File: config.mk
export PLATFORM = sky130hd
export DESIGN_NAME = score_judge_accumulator
export DESIGN_NICKNAME = d
export VERILOG_FILES = /design/src/rtl/score_judge_accumulator.sv
export SDC_FILE = /design/constraint.sdc
export NUM_CORES = 1
export LEC_CHECK = 0
export BUFFER_PORTS_ARGS = -buffer_cell sky130_fd_sc_hd__buf_2
export CAP_MARGIN = 20
export CORE_MARGIN = 2
export CORE_UTILIZATION = 35
export DETAILED_ROUTE_END_ITERATION = 8
export PLACE_DENSITY = 0.58
export SYNTH_ARGS = -nofsm -noshare
export SYNTH_HDL_FRONTEND = slang
export SYNTH_SLANG_ARGS = --single-unit
export TNS_END_PERCENT = 1
File: constraint.sdc
create_clock -name clk -period 20.5 [get_ports clk]
set_input_delay 2.05 -clock clk [delete_from_list [all_inputs] [get_ports clk]]
set_output_delay 2.05 -clock clk [all_outputs]
set_load 0.05 [all_outputs]
File: src/rtl/score_judge_accumulator.sv
// Game statistics accumulator: combo, scores and a restoring-divider accuracy/rank.
// Optional build macro SCORE_BAD_BREAK_EN makes a "bad" judgement break the combo.
module score_judge_accumulator #(
  parameter int W = 32
) (
  input  logic         clk,
  input  logic         rst,
  input  logic         en,
  input  logic         clr,
  input  logic         hit_valid,
  input  logic [1:0]   hit_grade,
  input  logic [1:0]   mod,
  input  logic [3:0]   difficulty,
  output logic [W-1:0] combo,
  output logic [W-1:0] base_score,
  output logic [W-1:0] bonus_score,
  output logic [W-1:0] acc,
  output logic [2:0]   level,
  output logic         stat_valid,
  output logic         busy
);

  localparam int IW = $clog2(W);
  localparam logic [1:0] S_IDLE = 2'd0;
  localparam logic [1:0] S_LOAD = 2'd1;
  localparam logic [1:0] S_DIV  = 2'd2;
  localparam logic [1:0] S_DONE = 2'd3;

  function automatic logic [W-1:0] sat_add(input logic [W-1:0] a, input logic [W-1:0] b);
    logic [W:0] s;
    s = {1'b0, a} + {1'b0, b};
    return s[W] ? {W{1'b1}} : s[W-1:0];
  endfunction

  function automatic logic [2:0] level_of(input logic [W-1:0] q, input logic clean,
                                          input logic empty);
    logic [W+15:0] qw;
    qw = {16'd0, q};
    if (empty) return 3'd0;
    if (clean && qw == (W+16)'(10000)) return 3'd6;
    if (qw >= (W+16)'(9500)) return 3'd5;
    if (qw >= (W+16)'(9000)) return 3'd4;
    if (qw >= (W+16)'(8000)) return 3'd3;
    if (qw >= (W+16)'(7000)) return 3'd2;
    return 3'd1;
  endfunction

  logic [1:0]    state;
  logic [IW-1:0] iter;
  logic          pend;
  logic          miss_seen;
  logic [W-1:0]  notes;
  logic [W-1:0]  raw_sum;

  logic          accept;
  logic          breaks;
  logic [W-1:0]  raw_pts;
  logic [W-1:0]  mod_pts;
  logic [W-1:0]  combo_new;
  logic [6:0]    cap;
  logic [10:0]   bonus_prod;
  logic [W-1:0]  bonus_inc;
  logic [W+6:0]  num_wide;
  logic [W+1:0]  den_wide;
  logic [W-1:0]  num_snap;
  logic [W-1:0]  den_snap;

  logic [W-1:0]  num_p0;
  logic [W-1:0]  den_p0;
  logic          clean_p0;
  logic          empty_p0;
  logic [W-1:0]  rem_p1;
  logic [W-1:0]  quo_p1;
  logic [W:0]    shifted;
  logic          fits;
  logic [W-1:0]  rem_next;
  logic [W-1:0]  quo_next;

  always_comb begin
    accept = hit_valid && en;
    case (hit_grade)
      2'd1:    raw_pts = W'(50);
      2'd2:    raw_pts = W'(100);
      2'd3:    raw_pts = W'(300);
      default: raw_pts = '0;
    endcase
    case (mod)
      2'd1:    mod_pts = raw_pts << 1;
      2'd2:    mod_pts = raw_pts >> 1;
      default: mod_pts = raw_pts;
    endcase
`ifdef SCORE_BAD_BREAK_EN
    breaks = (hit_grade == 2'd0) || (hit_grade == 2'd1);
`else
    breaks = (hit_grade == 2'd0);
`endif
    combo_new  = breaks ? '0 : sat_add(combo, W'(1));
    cap        = (combo_new > W'(64)) ? 7'd64 : combo_new[6:0];
    bonus_prod = 11'(difficulty) * 11'(cap);
    bonus_inc  = breaks ? '0 : W'(bonus_prod);

    // Snapshot operands, clamped so an overflowing product never wraps.
    num_wide = (W+7)'(raw_sum) * (W+7)'(100);
    den_wide = (W+2)'(notes) * (W+2)'(3);
    num_snap = (|num_wide[W+6:W]) ? {W{1'b1}} : num_wide[W-1:0];
    den_snap = (|den_wide[W+1:W]) ? {W{1'b1}} : den_wide[W-1:0];

    // One restoring step: shift in the next numerator bit, subtract if it fits.
    shifted  = {rem_p1, quo_p1[W-1]};
    fits     = shifted >= {1'b0, den_p0};
    rem_next = fits ? W'(shifted - {1'b0, den_p0}) : shifted[W-1:0];
    quo_next = {quo_p1[W-2:0], fits};
  end

  always_ff @(posedge clk) begin
    if (rst || clr) begin
      combo       <= '0;
      base_score  <= '0;
      bonus_score <= '0;
      acc         <= '0;
      level       <= 3'd0;
      notes       <= '0;
      raw_sum     <= '0;
      miss_seen   <= 1'b0;
      pend        <= 1'b0;
      state       <= S_IDLE;
      iter        <= '0;
    end else begin
      // A hit accepted on the start edge keeps the request alive for the next run.
      pend <= accept || (pend && state != S_IDLE);
      if (accept) begin
        notes       <= sat_add(notes, W'(1));
        raw_sum     <= sat_add(raw_sum, raw_pts);
        combo       <= combo_new;
        base_score  <= sat_add(base_score, mod_pts);
        bonus_score <= sat_add(bonus_score, bonus_inc);
        if (hit_grade == 2'd0) miss_seen <= 1'b1;
      end
      case (state)
        S_IDLE: if (pend) state <= S_LOAD;
        S_LOAD: begin
          iter  <= '0;
          state <= S_DIV;
        end
        S_DIV: begin
          iter <= iter + IW'(1);
          if (iter == IW'(W-1)) state <= S_DONE;
        end
        S_DONE: begin
          acc   <= empty_p0 ? '0 : quo_p1;
          level <= level_of(quo_p1, clean_p0, empty_p0);
          state <= S_IDLE;
        end
        default: state <= S_IDLE;
      endcase
    end
  end

  // Divider datapath: snapshot (p0) then iterate remainder/quotient (p1).
  always_ff @(posedge clk) begin
    if (state == S_IDLE && pend) begin
      num_p0   <= num_snap;
      den_p0   <= den_snap;
      clean_p0 <= !miss_seen;
      empty_p0 <= (notes == '0);
    end
    if (state == S_LOAD) begin
      rem_p1 <= '0;
      quo_p1 <= num_p0;
    end else if (state == S_DIV) begin
      rem_p1 <= rem_next;
      quo_p1 <= quo_next;
    end
  end

  assign busy       = pend || (state != S_IDLE);
  assign stat_valid = !busy;

endmodule

==> results_dict.tcl <==
set metrics [dict create \
    n_antenna_cell 0 \
    die_y_um 266 \
    ys_ff_latch 333 \
    layout_common_cells "272 x inv_1, 262 x a21oi_1, 246 x nand2_1, 236 x dfxtp_1, 232 x ha_1" \
    ys_seq_area_frac 0.318 \
    start_util 0.352 \
    syn-instance-count 2828 \
    finalCritPeriodShare 0.383 \
    synth-async-reset-ratio 0 \
    synth_ff_type "dfxtp_1" \
    clk_path_buf_depth 3 \
    finalInstanceArea_mm2 0.0270 \
    reg2reg_slack_ns 12.66 \
    dp_hpwl_mm 44.2 \
    clkTransAtPathRegs_ns 0.06 \
    grt_max_degree 90 \
    portBuffers 145 \
    grt.total_usage 0.167 \
    hold_class "flop to flop" \
    die_w_um 266 \
    synthesis.nets 3117 \
    nets 3202 \
    cp.depth 29 \
    antenna_found_initial 3 \
    clock_sinks 333 \
    fmax_mhz 127 \
    synth.top_cell.area_share 0.197 \
    reg2reg_to "bonus_score[19]" \
    synth.distinct_cells 87 \
    mostFrequentLayoutCell "inv_1" \
    placed_cells 3752 \
    start_kind "input port" \
    cts_tree "yes" \
    yosysTopAreaCell "dfxtp_1" \
    cts.hold.buffers_added 0 \
    ir_drop_uv 47.7 \
    ant_nets 0 \
    multi_input_comb_area_mm2 0.0149 \
    synth_edf_count 97 \
    path_max_fanout 26 \
    synthXorXnorAreaFrac 0.0668 \
    setup_viol 0 \
    arrival_ns 8.26 \
    final_cells 3826 \
    ff2ff_path_depth 32 \
    fin_util 0.396 \
    synthSimpleGateAreaFrac 0.178 \
    p_leak_nw 12.0 \
    fin_crit_ns 7.86 \
    synth_area_leaders "dfxtp_1 20%, ha_1 12%, edfxtp_1 12%" \
    post_cts_buffers 0 \
    wl_per_cell_um 15.7 \
    yosysWarnings 0 \
    cap_viol_max_count 0 \
    finalClockSkew_ns 0.0193 \
    vias 20000 \
    placed_area_mm2 0.0255 \
    syn_to_final_growth_pct 12.4 \
    crit_family "simple AND/OR/NAND/NOR gates" \
    synth_adder_area_share 0.157 \
    setup_tns_ns 0 \
    htree_levels 2 \
    cellPowerDensity_mw_per_mm2 61.9 \
    crit_path_top_delay_cell "fa_1" \
    end_kind "flop" \
    maxSlewViolCount 0 \
    drive_gt1_frac 0.107 \
    drtIter0Drc 1025 \
    std_cell_rows 96 \
    final.fill_count 7017 \
    cp_data_required_time_ns 20.90 \
    layout.area.seq_mm2 0.00764 \
    startpoint "hit_grade[1]" \
    grt_pass1_vias 19000 \
    synth-compound-area-share 0.194 \
    ctsRootBufferMaster "clkbuf_16" \
    hold_viol_final 0 \
    rsz0062_at_grt "no" \
    drt-pass1-iter-count 5 \
    die_area_mm2 0.0707 \
    synth_area_mm2 0.0240 \
    synthMuxAreaShare 0.0223 \
    syn_avg_cell_area_um2 8.49 \
    cp_num_buf_inv 4 \
    drc 0 \
    clkLatencyLatePin_ns 0.56 \
    path_common_cell "a21oi_1" \
    gp_congestion 0.840 \
    core_area_mm2 0.0682 \
    routed_via_density 5.24 \
    timing.rr.start "combo[1]" \
    endpoint "bonus_score[19]" \
    grt_pass1_wl_mm 98.9 \
    grt_overflow 0 \
    crit_type "input port to flop" \
    slowest_delay_ns 0.54 \
    slew_headroom 0.296 \
    outcome "completed" \
    design.portCount 146 \
    cts_made_buffers 41 \
    synth_top_family_by_area "compound AO/OA/AOI/OAI gates" \
    tightest_slew_ns 1.05 \
    cts_resized 0 \
    wl_mm 59.9 \
]
[synthesized netlist by cell type (16+ instances only)]
cell and count:
a211oi_1 24, nand2b_1 30, dfxtp_1 236, mux2_2 35, o21ai_0 99, clkbuf_1 99
inv_1 272, o21bai_1 16, and4_1 24, a31oi_1 28, nor2_1 206, xnor2_1 115
fa_1 42, and3_1 72, nand2_1 247, o211ai_1 17, a22oi_1 40, nor3_1 51
a311oi_1 31, xor2_1 68, edfxtp_1 97, and2_1 27, nand3_1 96, buf_2 16
nand4_1 42, a21o_1 65, ha_1 234, a21oi_1 262
[kinds of logic (layout without fill, tap and decap cells)]
logic type	Yosys count	after routing
xor gates and xnor gates	183	183
muxes	49	49
DFF	333	333
adders and majority gates	276	276
and+or+nand+nor	872	872
buffers and inverters	398	514
AOI/OAI and AO/OA	717	717
[flip-flops by register name (all words and copies together) (netlist names)]
signal / flops
notes: 32
quo_p1: 32
clean_p0: 1
state: 2
num_p0: 31
bonus_score: 32
miss_seen: 1
combo: 32
base_score: 32
empty_p0: 1
iter: 5
level: 3
raw_sum: 32
acc: 32
pend: 1
rem_p1: 32
den_p0: 32
[worst min path at each step]
stage	start	to	slack, ns	depth (start not counted)
floorplan	miss_seen	clean_p0	0.43	1
global placement	acc[31]	acc[31]	0.45	2
detailed placement	acc[31]	acc[31]	0.45	2
CTS	acc[31]	acc[31]	0.46	2
global route	acc[31]	acc[31]	0.50	2
finish	acc[31]	acc[31]	0.46	2
[routing by layer]
metal / vias up / track usage / wire length, µm
li1: 10300 / - / -
met1: 9422 / 0.226 / 28800
met2: 289 / 0.274 / 27400
met3: 63 / 0.0338 / 2620
met4: 6 / 0.0387 / 1070
met5: - / 0 / 32
[worst reg2reg max path, delay by kind of cell, from the launching register on]
kind / cells / cell delay [ns]
simple gates: 15 / 3.40
fa+ha+maj: 5 / 2.14
compound gates: 7 / 1.13
flops: 1 / 0.42
buf+inv: 3 / 0.30
xor+xnor: 2 / 0.27
[area by class of cell]
cell class | instances | share of cell area
flip-flops and latches | 333 | 0.283
clock inverters | 24 | 0.0117
multi-input cells | 2097 | 0.551
repair buffers | 166 | 0.0327
well taps | 882 | 0.0409
clock buffers | 50 | 0.0423
inverters | 274 | 0.0381
[where the power goes]
group          switching [mW]  leakage, nW  internal, mW
sequential             0.0130         2.81         0.691
combinational           0.115         8.54        0.0692
clock                   0.299        0.704         0.485
total                   0.427         12.0          1.25
[metrics by stage]
stage	power, mW	setup WS (ns)	hold WS [ns]
after global routing	1.75	11.96	0.505
after detailed placement	0.902	12.05	0.453
after CTS	1.70	12.65	0.462
after global placement	0.901	12.10	0.450
after floorplan	0.858	12.57	0.427
final	1.67	12.64	0.460
No activity file was read; power rests on OpenSTA's default activity.
